`src/rtl/mem_access_unit_pkg.sv`:
```
// Shared definitions for the MEM-stage data-memory access unit: funct3 codes,
// enable bit positions in the EX/MEM control fields, FSM encoding and
// funct3 legality helpers.
package mem_access_unit_pkg;

    // Enable bits inside MEM_DATA_MEM_READ / MEM_DATA_MEM_WRITE
    localparam int LOAD_EN_BIT  = 3;
    localparam int STORE_EN_BIT = 2;

    // Load funct3 codes
    localparam logic [2:0] F3_LB  = 3'b000;
    localparam logic [2:0] F3_LH  = 3'b001;
    localparam logic [2:0] F3_LW  = 3'b010;
    localparam logic [2:0] F3_LBU = 3'b100;
    localparam logic [2:0] F3_LHU = 3'b101;

    // Store funct3[1:0] codes
    localparam logic [1:0] SF_SB = 2'b00;
    localparam logic [1:0] SF_SH = 2'b01;
    localparam logic [1:0] SF_SW = 2'b10;

    typedef enum logic [1:0] {
        ST_IDLE = 2'd0,
        ST_REQ  = 2'd1,
        ST_DONE = 2'd2
    } state_t;

    function automatic logic load_f3_ok(input logic [2:0] f3);
        case (f3)
            F3_LB, F3_LH, F3_LW, F3_LBU, F3_LHU: load_f3_ok = 1'b1;
            default:                             load_f3_ok = 1'b0;
        endcase
    endfunction

    function automatic logic store_f3_ok(input logic [1:0] f3);
        case (f3)
            SF_SB, SF_SH, SF_SW: store_f3_ok = 1'b1;
            default:             store_f3_ok = 1'b0;
        endcase
    endfunction

endpackage

```
`src/rtl/mem_access_unit_load_extend.sv`:
```
// Load data extraction: picks the byte/halfword lane out of the read word
// and sign- or zero-extends it to 32 bits. Purely combinational.
// Ports: i_rdata (memory word), i_funct3 (load type), i_addr_lo (addr[1:0]),
//        o_result (extended load value; 0 for undefined funct3).
module mem_load_extend
    import mem_access_unit_pkg::*;
(
    input  logic [31:0] i_rdata,
    input  logic [2:0]  i_funct3,
    input  logic [1:0]  i_addr_lo,
    output logic [31:0] o_result
);

    logic [7:0]  w_byte;
    logic [15:0] w_half;

    always_comb begin
        case (i_addr_lo)
            2'd0:    w_byte = i_rdata[7:0];
            2'd1:    w_byte = i_rdata[15:8];
            2'd2:    w_byte = i_rdata[23:16];
            default: w_byte = i_rdata[31:24];
        endcase
        // Halfword lane follows addr[1] only; addr[0] is ignored here.
        w_half = i_addr_lo[1] ? i_rdata[31:16] : i_rdata[15:0];
    end

    always_comb begin
        case (i_funct3)
            F3_LB:   o_result = {{24{w_byte[7]}}, w_byte};
            F3_LH:   o_result = {{16{w_half[15]}}, w_half};
            F3_LW:   o_result = i_rdata;
            F3_LBU:  o_result = {24'd0, w_byte};
            F3_LHU:  o_result = {16'd0, w_half};
            default: o_result = 32'd0;
        endcase
    end

endmodule

```
`src/rtl/mem_access_unit.sv`:
```
// MEM-stage load/store responder: one req/ack transaction per request on a
// word-wide byte-enabled data memory port, BUSYWAIT stalls the pipeline.
// Ports: CLK/RESET (sync, active-high); EX/MEM controls MEM_DATA_MEM_READ,
//        MEM_DATA_MEM_WRITE, MEM_ALU_OUT, MEM_REG_DATA2; READ_DATA, BUSYWAIT,
//        MISALIGNED to the pipeline; DMEM_* to the data memory.
// Build option: define MEM_ALIGN_CHECK_EN to trap misaligned halfword/word
// accesses (MISALIGNED pulse, no memory access); otherwise MISALIGNED is 0.
module mem_access_unit
    import mem_access_unit_pkg::*;
#(
    parameter int ADDR_WIDTH = 32
) (
    input  logic                  CLK,
    input  logic                  RESET,
    input  logic [3:0]            MEM_DATA_MEM_READ,
    input  logic [2:0]            MEM_DATA_MEM_WRITE,
    input  logic [31:0]           MEM_ALU_OUT,
    input  logic [31:0]           MEM_REG_DATA2,
    output logic [31:0]           READ_DATA,
    output logic                  BUSYWAIT,
    output logic                  MISALIGNED,
    output logic                  DMEM_REQ,
    output logic                  DMEM_WE,
    output logic [ADDR_WIDTH-3:0] DMEM_ADDR,
    output logic [3:0]            DMEM_BE,
    output logic [31:0]           DMEM_WDATA,
    input  logic [31:0]           DMEM_RDATA,
    input  logic                  DMEM_ACK
);

    state_t                r_state, w_next_state;
    logic [ADDR_WIDTH-3:0] r_addr;
    logic                  r_we;
    logic [3:0]            r_be;
    logic [31:0]           r_wdata;
    logic [2:0]            r_funct3;
    logic [1:0]            r_addr_lo;
    logic [31:0]           r_read_data;

    logic                  w_req_vld;
    logic                  w_is_load;
    logic                  w_bad_f3;
    logic                  w_misal;
    logic                  w_skip;
    logic [3:0]            w_st_be;
    logic [31:0]           w_st_wdata;
    logic [31:0]           w_ext;

    // Request decode; a load wins when both enables are set.
    always_comb begin
        w_req_vld = MEM_DATA_MEM_READ[LOAD_EN_BIT] | MEM_DATA_MEM_WRITE[STORE_EN_BIT];
        w_is_load = MEM_DATA_MEM_READ[LOAD_EN_BIT];
        w_bad_f3  = w_is_load ? ~load_f3_ok(MEM_DATA_MEM_READ[2:0])
                              : ~store_f3_ok(MEM_DATA_MEM_WRITE[1:0]);
    end

`ifdef MEM_ALIGN_CHECK_EN
    logic [1:0] w_size;
    always_comb begin
        // Load and store funct3[1:0] share the size encoding (01 half, 10 word).
        w_size  = w_is_load ? MEM_DATA_MEM_READ[1:0] : MEM_DATA_MEM_WRITE[1:0];
        w_misal = ((w_size == 2'b01) && MEM_ALU_OUT[0]) ||
                  ((w_size == 2'b10) && (MEM_ALU_OUT[1:0] != 2'b00));
    end
    assign MISALIGNED = (r_state == ST_IDLE) && w_req_vld && w_skip;
`else
    assign w_misal    = 1'b0;
    assign MISALIGNED = 1'b0;
`endif

    assign w_skip = w_bad_f3 | w_misal;

    // Store lane alignment
    always_comb begin
        w_st_be    = 4'b0000;
        w_st_wdata = 32'd0;
        case (MEM_DATA_MEM_WRITE[1:0])
            SF_SB: begin
                w_st_be    = 4'b0001 << MEM_ALU_OUT[1:0];
                w_st_wdata = {4{MEM_REG_DATA2[7:0]}};
            end
            SF_SH: begin
                w_st_be    = 4'b0011 << {MEM_ALU_OUT[1], 1'b0};
                w_st_wdata = {2{MEM_REG_DATA2[15:0]}};
            end
            SF_SW: begin
                w_st_be    = 4'b1111;
                w_st_wdata = MEM_REG_DATA2;
            end
            default: ;
        endcase
    end

    mem_load_extend u_load_extend (
        .i_rdata   (DMEM_RDATA),
        .i_funct3  (r_funct3),
        .i_addr_lo (r_addr_lo),
        .o_result  (w_ext)
    );

    always_ff @(posedge CLK) begin
        if (RESET) r_state <= ST_IDLE;
        else       r_state <= w_next_state;
    end

    always_comb begin
        w_next_state = r_state;
        BUSYWAIT     = 1'b0;
        DMEM_REQ     = 1'b0;
        case (r_state)
            ST_IDLE: begin
                // Combinational stall so the pipeline freezes this cycle.
                BUSYWAIT = w_req_vld;
                if (w_req_vld) w_next_state = w_skip ? ST_DONE : ST_REQ;
            end
            ST_REQ: begin
                BUSYWAIT = 1'b1;
                DMEM_REQ = 1'b1;
                if (DMEM_ACK) w_next_state = ST_DONE;
            end
            // Pipeline advances; the request still on the inputs is ignored.
            ST_DONE: w_next_state = ST_IDLE;
            default: w_next_state = ST_IDLE;
        endcase
    end

    always_ff @(posedge CLK) begin
        if (RESET) begin
            r_addr      <= '0;
            r_we        <= 1'b0;
            r_be        <= 4'b0000;
            r_wdata     <= 32'd0;
            r_funct3    <= 3'd0;
            r_addr_lo   <= 2'd0;
            r_read_data <= 32'd0;
        end else begin
            case (r_state)
                ST_IDLE: begin
                    if (w_req_vld && !w_skip) begin
                        r_addr    <= MEM_ALU_OUT[ADDR_WIDTH-1:2];
                        r_we      <= ~w_is_load;
                        r_be      <= w_is_load ? 4'b1111 : w_st_be;
                        r_wdata   <= w_is_load ? 32'd0 : w_st_wdata;
                        r_funct3  <= w_is_load ? MEM_DATA_MEM_READ[2:0]
                                               : {1'b0, MEM_DATA_MEM_WRITE[1:0]};
                        r_addr_lo <= MEM_ALU_OUT[1:0];
                    end else if (w_req_vld) begin
                        r_read_data <= 32'd0;
                    end
                end
                ST_REQ: begin
                    if (DMEM_ACK && !r_we) r_read_data <= w_ext;
                end
                default: ;
            endcase
        end
    end

    assign READ_DATA  = r_read_data;
    assign DMEM_WE    = r_we;
    assign DMEM_ADDR  = r_addr;
    assign DMEM_BE    = r_be;
    assign DMEM_WDATA = r_wdata;

endmodule

```
`config.mk`:
```
export PLATFORM = sky130hd
export DESIGN_NAME = mem_access_unit
export DESIGN_NICKNAME = d
export VERILOG_FILES = /design/src/rtl/mem_access_unit_pkg.sv /design/src/rtl/mem_access_unit_load_extend.sv /design/src/rtl/mem_access_unit.sv
export SDC_FILE = /design/constraint.sdc
export NUM_CORES = 1
export LEC_CHECK = 0
export BUFFER_PORTS_ARGS = -buffer_cell sky130_fd_sc_hd__buf_4
export CORE_ASPECT_RATIO = 1.2
export CORE_MARGIN = 3
export CORE_UTILIZATION = 40
export DETAILED_ROUTE_END_ITERATION = 16
export HOLD_SLACK_MARGIN = 0.15
export PLACE_DENSITY = 0.74
export SYNTH_ARGS = -nofsm -noshare
export SYNTH_HDL_FRONTEND = slang
export SYNTH_SLANG_ARGS = --single-unit
```
`constraint.sdc`:
```
create_clock -name CLK -period 1.69 [get_ports CLK]
set_input_delay 0.169 -clock CLK [delete_from_list [all_inputs] [get_ports CLK]]
set_output_delay 0.169 -clock CLK [all_outputs]
set_load 0.02 [all_outputs]
```
==> impl_summary.txt, run 1 <==
----------------------------------------------------
[Layout]
  Fin area ... 0.00768 mm^2
  Antenna diode count ... 0
  Final core utilization ... 68.6%
  Layout Area Growth over Synthesis ... 65.0%
  # nets final ... 874
  Post-route non-filler standard cell count ... 927
  Fillers ... 822
  Layout cell share with drive strength beyond 1 ... 38.3%

[Route]
  Iteration-0 DRC count of the detailed router ... 240
  Wire length per cell ... 17.6 um
  DRC ... 0
  Via Count ... 4985
  Vias per std cell ... 5.38
  DR pass1 iterations ... 4
  ANT nets after route ... 0
  Total length of routed wires ... 16.3 mm

[Synthesis]
  Yosys warns ... 0
  Dominant cell type by area after synthesis ... dfxtp_1
  Xor-xnor portion of the synthesized cell area ... 0%
  Net Count, Synth ... 591
  Sequential cell area fraction in the yosys report ... 45.6%
  Distinct cell type count after synthesis ... 46
  Simple-gate share of the synthesized area ... 14.3%
  Number of synthesized flops with an enable pin ... 0
  Per-instance average area after synthesis ... 9.59 um^2
  Compound-cell area share of the yosys netlist ... 26.9%
  Area share of the leading cell type in the synthesized netlist ... 45.6%
  Most frequently used flop master after synthesis ... dfxtp_1
  Flip-flop and latch count after synthesis ... 106
  Adder and majority cell fraction of the synthesized area ... 0%
  Synthesized instance count ... 485
  Largest cells by area after synthesis ... dfxtp_1 (46%), nand2_1 (6.0%), a21oi_1 (5.6%)
  Post-synthesis instance area ... 0.00465 mm^2
  Ys async rst share ... 0%
  Multiplexer share of the synthesized area ... 8.23%
  Largest family of logic cells by synthesized area ... compound AO/OA/AOI/OAI gates

[Worst setup path]
  Worst-case register-to-register setup slack ... 50 ps
  Critical Path Source Type ... primary input
  Endpoint of the worst-slack reg-to-reg timing path ... READ_DATA[11]
  Data required, critical path ... 1910 ps
  Largest fanout on the critical path ... 8
  Critical path's slowest cell ... dlygate4sd3_1
  RR Startpoint ... r_funct3[0]
  Data arrival, critical path ... 1940 ps
  Worst reg-to-reg path cell count ... 4
  Class of the most critical setup path ... in2reg
  Worst stage delay on the critical path ... 560 ps
  Chain of cells forming the critical path ... dlygate4sd3_1 -> buf_4 -> mux4_2 -> nor3b_2 -> a221oi_1 -> o2bb2ai_1
  Kind of capture point of the worst setup path ... flip-flop

[Global routing]
  Vias in the first global route ... 5217
  Overall overflow remaining after global route ... 0
  Initial antenna violation count ... 0
  Pin count of the biggest net entering global routing ... 42
  Total routing resource utilization after global routing ... 24.2%
  Wire length of the first global-routing pass ... 25.3 mm

[CTS]
  Number of levels the H-tree was split into ... 3
  Number of sinks driven by the clock tree ... 106
  Number of clock buffers inserted by TritonCTS ... 9
  Clock tree root buffer cell ... clkbuf_16
  Longest Clk Path Bufs ... 2
  Clock tree from TritonCTS ... built
  Worst-path clk slew ... 70 ps
  Clock latency on the worst-skew pair ... 340 ps

[Floorplanning]
  Number of core rows ... 42
  Core ar. ... 0.0112 mm^2
  Die Ht ... 124 um
  Number of placed I/O pins ... 208
  Floorplan die width ... 104 um
  Area of the die ... 0.0130 mm^2
  Initial core utilization ... 41.6%

[Placed design]
  Number of buffers inserted by port buffering ... 206
  Half-perimeter wire length of the detailed placement result ... 10.8 mm
  Post-placement cell count ... 827
  Worst setup slack before clock tree synthesis ... -291 ps
  Post-DP Area ... 0.00643 mm^2
  Global placement routability congestion ... 0.894

[STA]
  Setup TNS after final layout ... -34.1 ps
  Number of setup violations in the final report ... 2
  Final critical-path share of the clock period ... 102%
  Achievable frequency ... 583 MHz
  Final count of pins violating max slew ... 0
  Post-Route Hold Slack ... 140 ps
  Final count of hold timing violations ... 0
  Setup repair after global routing missed its margin ... yes
  Time the final worst path needs with I/O delays and setup ... 1720 ps
  Rel. slew slack ... 58.3%
  Worst Skew ... 4.98 ps
  Worst Slack Setup Final ... -25.9 ps
  Slew at the pin closest to its max-slew limit ... 623 ps

[Pwr]
  PwrDens ... 907 mW/mm^2
  Static Leakage ... 3.40 nW
  Worst IR drop on VDD ... 0.501 mV
  Tot Pwr ... 6.96 mW

[Worst hold path]
  Hold Path Depth ... 3
  Hold-critical path endpoint ... READ_DATA[12]
  Path class of the lowest-slack min-delay path ... in2reg
  Origin of the worst min-delay path ... DMEM_RDATA[12]

[Status]
  Violations in the final reports ... setup timing
  Run status ... finished with violations

[Run]
  Max-capacitance violation count ... 0

----------------------------------------------------
-- critical path: cells and delay by family --
kind | cells | cell delay [ps]
buffers and inverters | 2 | 710
AO/OA/AOI/OAI | 2 | 360
multiplexers | 1 | 470
AND/OR/NAND/NOR | 1 | 240
-- cell usage after synthesis, types with 2 or more instances --
master       n
nor3b_2      3
o21ai_0      3
or2_1        2
buf_4        5
a22oi_1      7
mux2i_1     18
buf_1        2
o2bb2ai_1   15
a22o_1      25
nor2b_1     12
or2_2        2
nor3_1       6
o2bb2ai_2   10
a221o_1     16
a21oi_1     52
nor2_2       2
dfxtp_1    106
a21o_1       8
nor2_1      21
a221oi_1     8
a2111oi_0    2
buf_2       16
o211ai_1     8
nand2b_1     4
clkbuf_1    19
mux2_2      16
nand3b_1     2
buf_6        2
a211oi_1     3
nand2_1     74
-- worst max path at each step --
stage | startpoint | end | slack [ps] | cells past startpoint
3_3_place_gp | MEM_DATA_MEM_READ[2] | READ_DATA[30] | -260 | 5
2_1_floorplan | DMEM_WE | READ_DATA[21] | 110 | 5
3_5_place_dp | MEM_DATA_MEM_READ[2] | READ_DATA[27] | -290 | 5
6_report | DMEM_RDATA[15] | READ_DATA[11] | -30 | 6
4_1_cts | DMEM_WE | READ_DATA[3] | -30 | 4
5_1_grt | DMEM_RDATA[15] | READ_DATA[11] | -70 | 6
-- kinds of logic (layout without fill, tap and decap cells) --
family,after synthesis,after routing
AO/OA/AOI/OAI,160,160
buffers and inverters,46,333
multiplexers,35,35
other,1,1
AND/OR/NAND/NOR,137,138
flip-flops,106,106
-- area by class of cell --
class	count	area [um^2]	share of cell area, %
timing repair buffer	316	2640	34.4
sequential	106	2120	27.7
tap	154	193	2.51
clock buffer	12	256	3.34
inverter	1	3.75	0.0489
clock inverter	4	97.6	1.27
multi-input combinational	334	2360	30.7
-- cell usage in the layout (no fill, tap or decap), types with 5 or more instances in the layout --
cell             n
o211ai_1         8
a22o_1          25
nor2_1          21
clkbuf_16        9
a22oi_1          7
o2bb2ai_2       11
buf_4          228
a221oi_1         6
dfxtp_1        104
a221o_1         16
nand2_1         74
mux2_2          16
a21oi_1         52
dlygate4sd3_1   82
mux2i_1         17
nor2b_1         12
nor3_1           6
o2bb2ai_1       14
buf_12           5
a21o_1           8
-- registers in the layout (all words and copies together) (netlist names) --
signal	cells
DMEM_ADDR	30
DMEM_WE	1
r_state	2
DMEM_BE	4
r_funct3	3
DMEM_WDATA	32
r_addr_lo	2
READ_DATA	32
-- what timing repair did --
item                                    4_1_cts  5_1_grt
endpoints found under the setup margin       32       37
endpoints found under the hold margin        83        0
cloned                                        1        0
hold buffers                                 82        0
buffers inserted                              1        0
gates resized for setup                       1        9
pin swaps                                     2        0
-- metal layers --
layer | up-vias | wire [um] | track usage [%]
met4 | 0 | 535 | 11.2
met2 | 225 | 8270 | 44.7
met5 | - | 0 | 0
met1 | 2368 | 6080 | 25.1
li1 | 2347 | - | -
met3 | 45 | 1390 | 7.72
-- power by group --
| part | switching, mW | internal, mW | total, mW |
|---|---|---|---|
| logic | 0.891 | 0.854 | 1.74 |
| clock network | 0.918 | 1.53 | 2.45 |
| registers | 0.111 | 2.66 | 2.77 |
No activity file was read; power rests on OpenSTA's default activity.
==> run 2: changes to the inputs <==
Settings changed: CORE_UTILIZATION 40 to 43, PLACE_DENSITY 0.74 to 0.79.
==> run 2 against run 1 <==
  * The run now ends clean
  * First-iteration DRC count fell by 6.7%
  * Total power is 3.8% lower
  * Cell area fell by 1.9%
  * Fmax grew 5.2%
  * Die area down 6.6%
  * Sequential share of layout area is 0.51 points higher
  * Flip-flop and latch count is the same
  * Routed wire length increased by 5.1%
  * Clock power shrank 11%
  * Critical endpoint is now DMEM_WDATA[17]
  * Largest cell class unchanged
==> impl_summary.txt, run 2 (synthesized netlist as in run 1, its figures left out) <==
----------------------------------------------------
[Floorplanning]
  Area of the die ... 0.0121 mm^2
  Core ar. ... 0.0103 mm^2
  Die Ht ... 120 um
  Number of core rows ... 40
  Initial core utilization ... 45.4%
  Number of placed I/O pins ... 208
  Floorplan die width ... 101 um

[Placed design]
  Post-DP Area ... 0.00638 mm^2
  Global placement routability congestion ... 0.885
  Worst setup slack before clock tree synthesis ... -374 ps
  Number of buffers inserted by port buffering ... 206
  Half-perimeter wire length of the detailed placement result ... 11.1 mm

[Global routing]
  Wire length of the first global-routing pass ... 26.8 mm
  Vias in the first global route ... 5166
  Initial antenna violation count ... 0
  Overall overflow remaining after global route ... 0
  Pin count of the biggest net entering global routing ... 36
  Total routing resource utilization after global routing ... 27.6%

[Route]
  DR pass1 iterations ... 4
  Total length of routed wires ... 17.1 mm
  DRC ... 0
  Via Count ... 5070
  Vias per std cell ... 5.66
  ANT nets after route ... 0
  Iteration-0 DRC count of the detailed router ... 224
  Wire length per cell ... 19.1 um

[STA]
  Final count of hold timing violations ... 0
  Setup repair after global routing missed its margin ... no
  Worst Slack Setup Final ... 59.0 ps
  Number of setup violations in the final report ... 0
  Final count of pins violating max slew ... 0
  Worst Skew ... 8.68 ps
  Setup TNS after final layout ... 0 ps
  Time the final worst path needs with I/O delays and setup ... 1630 ps
  Rel. slew slack ... 56.1%
  Slew at the pin closest to its max-slew limit ... 656 ps
  Achievable frequency ... 613 MHz
  Final critical-path share of the clock period ... 96.5%

[Worst setup path]
  Cell occurring most often along the worst timing path ... buf_4
  Kind of capture point of the worst setup path ... flip-flop
  Worst stage delay on the critical path ... 310 ps
  Critical Path Source Type ... flip-flop
  Data arrival, critical path ... 1890 ps
  Largest fanout on the critical path ... 8
  Critical path's slowest cell ... dfxtp_1
  Data required, critical path ... 1950 ps
  Class of the most critical setup path ... reg2reg
  Chain of cells forming the critical path ... or2_4 -> buf_4 -> a211o_1 -> or2_1 -> buf_4 -> o2bb2ai_1
  Worst reg-to-reg path cell count ... 6

[Pwr]
  Static Leakage ... 3.35 nW
  PwrDens ... 889 mW/mm^2
  Worst IR drop on VDD ... 0.641 mV

[Layout]
  Layout Area Growth over Synthesis ... 61.9%
  Fillers ... 678
  # nets final ... 872
  Final core utilization ... 73.4%
  Most frequent standard cell in the layout excluding fill and tap cells ... buf_4
  Layout cell share with drive strength beyond 1 ... 38.2%
  Top library cells by usage in the layout, fill and taps aside ... buf_4 (231), dfxtp_1 (105), dlygate4sd3_1 (79)
  Antenna diode count ... 0
  Fin area ... 0.00753 mm^2

[CTS]
  Longest Clk Path Bufs ... 2
  Clock latency on the worst-skew pair ... 340 ps
  Worst-path clk slew ... 70 ps
  Clock tree root buffer cell ... clkbuf_16
  Number of levels the H-tree was split into ... 3
  Clock tree from TritonCTS ... built
  Number of sinks driven by the clock tree ... 106
  Number of clock buffers inserted by TritonCTS ... 9

[Worst hold path]
  Hold Path Depth ... 4
  Path class of the lowest-slack min-delay path ... in2reg

[Status]
  Run status ... finished clean

[Run]
  Max-capacitance violation count ... 0

----------------------------------------------------
[run 2: cell types whose count changed in the layout (fill, tap and decap cells not counted), moves of 2 or more]
cell and change:
buf_12 -3, buf_4 +3, dlygate4sd3_1 -3, a221oi_1 +2, a221oi_2 -2, clkbuf_8 -2
nor2_1 -2, nor2_2 +2
[run 2: worst paths after layout]
kind | from | endpoint | slack, ps
setup / recovery | r_state[1] | DMEM_WDATA[17] | 60
setup reg to reg | r_state[1] | DMEM_WDATA[17] | 60
hold reg to reg | DMEM_ADDR[21] | DMEM_ADDR[21] | 460
hold / removal | MEM_REG_DATA2[11] | DMEM_WDATA[11] | 170
[run 2: timing repair]
action                     CTS  global route
hold buffers                79             0
gates cloned                 1             0
pin swaps                    1             1
setup buffers                0             0
hold endpoints to repair    80             0
setup endpoints to repair   32            58
resized for setup            4             8
[run 2: layout make-up]
class | count | area, um^2 | share of cell area (%)
sequential | 106 | 2120 | 28.2
clock buffer | 9 | 225 | 2.99
timing repair buffer | 314 | 2590 | 34.4
clock inverter | 5 | 81.3 | 1.08
inverter | 1 | 3.75 | 0.0498
multi-input combinational | 334 | 2350 | 31.2
tap | 126 | 158 | 2.09
[run 2: through the flow]
step	instances	hold WS [ps]	power, mW
after floorplan	485	302	3.67
after global placement	801	407	4.31
after detailed placement	801	422	4.35
after CTS	895	150	6.68
after global routing	895	159	6.96
final	895	167	6.70
[run 2: power by group]
group,switching (mW),total [mW],internal (mW)
Combinational,0.905,1.75,0.843
Sequential,0.111,2.77,2.66
Clock,0.897,2.18,1.28
Total,1.91,6.70,4.78
[run 2: critical path, delay by kind of cell, from the launching register on]
family | cells | cell delay [ps]
and+or+nand+nor | 2 | 510
DFF | 1 | 310
AOI/OAI and AO/OA | 2 | 400
buffers and inverters | 2 | 330
[run 2: per-layer routing]
metal | GRT usage (%) | part of all wire (%) | vias up | routed length, um
li1 | - | - | 2342 | -
met1 | 32.4 | 37 | 2393 | 6400
met2 | 46.9 | 50 | 280 | 8550
met3 | 6.80 | 8.9 | 55 | 1530
met4 | 12.6 | 3.7 | 0 | 631
met5 | 0 | 0 | - | 0
==> run 3: changes to the inputs <==
Settings changed: ABC_AREA set to 1, CORE_UTILIZATION 43 to 45.
==> run 3 against run 2 <==
  * Clock power up 3%
  * First-iteration DRC count is 93% higher
  * Hold slack lost 11 ps
  * Flip-flop and latch count unchanged
  * Synthesized cell count grew 58%
  * Cell count up 30%
  * Non-clock buffer count fell by 44
  * Register-to-register slack improved by 110 ps
  * Critical path type is now in2reg
==> impl_summary.txt, run 3 <==
----------------------------------------------------
[Pwr]
  Tot Pwr ... 7.35 mW
  Part of the total power dissipated in the clock network ... 30.6%
  Switching power of the nets ... 2.53 mW
  Combinational share of power ... 31.1%
  Static Leakage ... 3.52 nW
  Seq pwr share ... 38.3%
  PwrDens ... 936 mW/mm^2
  Fraction of power spent switching nets ... 34.5%
  Worst IR drop on VDD ... 0.673 mV
  Pint ... 4.81 mW

[CTS]
  Clock tree root buffer cell ... clkbuf_16
  Worst-path clk slew ... 80 ps
  Number of sinks driven by the clock tree ... 106
  Number of clock buffers inserted by TritonCTS ... 9
  Number of levels the H-tree was split into ... 3
  Clock latency on the worst-skew pair ... 370 ps
  Clock tree from TritonCTS ... built
  Longest Clk Path Bufs ... 2

[Placed design]
  Worst setup slack before clock tree synthesis ... 99.5 ps
  Post-DP Area ... 0.00708 mm^2
  Number of buffers inserted by port buffering ... 206
  Half-perimeter wire length of the detailed placement result ... 11.9 mm
  Post-placement cell count ... 1102
  Global placement routability congestion ... 0.923

[Synthesis]
  Sequential cell area fraction in the yosys report ... 39.4%
  Ys async rst share ... 0%
  Area share of the leading cell type in the synthesized netlist ... 39.4%
  Most frequent cell after synthesis ... nand2_1
  Most frequently used flop master after synthesis ... dfxtp_1
  Per-instance average area after synthesis ... 7.02 um^2
  Dominant cell type by area after synthesis ... dfxtp_1
  Distinct cell type count after synthesis ... 33
  Number of synthesized flops with an enable pin ... 0
  Flip-flop and latch count after synthesis ... 106
  Cell types with the highest counts after synthesis ... nand2_1 (303), dfxtp_1 (106), a21oi_1 (75)
  Net Count, Synth ... 873
  Largest cells by area after synthesis ... dfxtp_1 (39%), nand2_1 (21%), a21oi_1 (7.0%)
  Post-synthesis instance area ... 0.00538 mm^2
  Yosys warns ... 0
  Synthesized instance count ... 767

[Route]
  ANT nets after route ... 0
  Via Count ... 6047
  Vias per std cell ... 5.21
  Iteration-0 DRC count of the detailed router ... 433
  DR pass1 iterations ... 5
  Wire length per cell ... 15.5 um
  Total length of routed wires ... 18.0 mm
  DRC ... 0

[STA]
  Achievable frequency ... 622 MHz
  Number of setup violations in the final report ... 0
  Final count of pins violating max slew ... 0
  Rel. slew slack ... 63.0%
  Slew at the pin closest to its max-slew limit ... 555 ps
  Final critical-path share of the clock period ... 95.2%
  Time the final worst path needs with I/O delays and setup ... 1610 ps
  Worst Slack Setup Final ... 82.0 ps
  Worst Skew ... 13.0 ps
  Final count of hold timing violations ... 0
  Post-Route Hold Slack ... 155 ps

[Global routing]
  Overall overflow remaining after global route ... 0
  Vias in the first global route ... 5778
  Pin count of the biggest net entering global routing ... 41
  Total routing resource utilization after global routing ... 26.3%
  Initial antenna violation count ... 0
  Wire length of the first global-routing pass ... 28.3 mm

[Layout]
  Layout Area Growth over Synthesis ... 45.7%
  Antenna diode count ... 0
  # nets final ... 1105
  Fin area ... 0.00785 mm^2
  Layout cell share with drive strength beyond 1 ... 33.9%
  Fillers ... 976
  Most frequent standard cell in the layout excluding fill and tap cells ... nand2_1
  Post-route non-filler standard cell count ... 1161
  Top library cells by usage in the layout, fill and taps aside ... nand2_1 (302), buf_4 (220), dfxtp_1 (104)

[Floorplanning]
  Number of core rows ... 43
  Core ar. ... 0.0116 mm^2
  Number of placed I/O pins ... 208
  Die Ht ... 126 um
  Area of the die ... 0.0133 mm^2
  Floorplan die width ... 106 um
  Initial core utilization ... 46.3%

[Status]
  Run status ... finished clean

[Worst setup path]
  Data arrival, critical path ... 1890 ps
  Kind of capture point of the worst setup path ... flip-flop
  Critical Path Source Type ... primary input
  Largest fanout on the critical path ... 40
  Data required, critical path ... 1970 ps
  Class of the most critical setup path ... in2reg

[Worst hold path]
  Path class of the lowest-slack min-delay path ... in2reg

[Run]
  Max-capacitance violation count ... 0

----------------------------------------------------
-- run 3: cell count changes in the layout (fill, tap and decap cells not counted), sizes merged, moves of 17 or more --
cell         delta
a21oi          +53
a22o           -17
dlygate4sd3    -37
inv            +30
mux2i          -18
nand2         +261
nand3          +70
o2bb2ai        -25
-- run 3: power by group through the flow --
| stage | Clock, mW | Combinational [mW] | Sequential (mW) |
|---|---|---|---|
| 2_1_floorplan | 0 | 1.17 | 3.04 |
| 3_3_place_gp | 0 | 2.13 | 2.85 |
| 3_5_place_dp | 0 | 2.15 | 2.86 |
| 4_1_cts | 2.25 | 2.23 | 2.80 |
| 5_1_grt | 2.37 | 2.48 | 2.83 |
| 6_report | 2.25 | 2.29 | 2.81 |
-- run 3: critical path, cell delays in order --
cell and delay, ps:
dlygate4sd3_1 550, buf_4 150, o21bai_2 180, nand2_2 180, nor2_4 150, buf_12 200
nand2_1 90, a21oi_1 210
-- run 3: path summary, 6_finish.rpt --
check	from	to	slack, ps	depth (start not counted)
min reg2reg	DMEM_WDATA[16]	DMEM_WDATA[16]	470	2
max reg2reg	r_funct3[0]	READ_DATA[31]	170	6
max	MEM_DATA_MEM_READ[2]	DMEM_ADDR[12]	80	8
min	MEM_DATA_MEM_READ[3]	r_funct3[2]	160	3
-- run 3: what timing repair did --
action                                 CTS  global route
setup buffers                            0             0
setup endpoints to repair                0            20
endpoints found under the hold margin   42             0
resized for setup                        0             7
hold buffers                            42             0
-- run 3: cell families after synthesis --
logic type | share of synthesized area (%)
buffers and inverters | 7.72
and+or+nand+nor | 37.4
other | 0.0697
AOI/OAI and AO/OA | 15.4
DFF | 39.4
-- run 3: area by class of cell --
| type | count | area [um^2] | share of cell area [%] |
|---|---|---|---|
| Clock buffer | 10 | 229 | 2.92 |
| Clock inverter | 6 | 83.8 | 1.07 |
| Inverter | 28 | 105 | 1.34 |
| Multi-Input combinational cell | 584 | 2870 | 36.6 |
| Sequential cell | 106 | 2120 | 27.1 |
| Tap cell | 157 | 196 | 2.50 |
| Timing Repair Buffer | 270 | 2230 | 28.5 |
-- run 3: metrics by stage --
stage          TNS [ps]  utilization (%)
4_1_cts               0             67.2
5_1_grt           -6.92             67.5
3_3_place_gp          0             60.9
3_5_place_dp          0             60.9
6_report              0             67.5
2_1_floorplan         0                -
-- run 3: metal layers --
layer  wire (um)  GRT usage [%]  vias to the layer above
li1            -              -                     2942
met1        6710           29.7                     2732
met2        8980           45.6                      306
met3        1590           7.18                       67
met4         714           13.3                        0
met5           0              0                        -
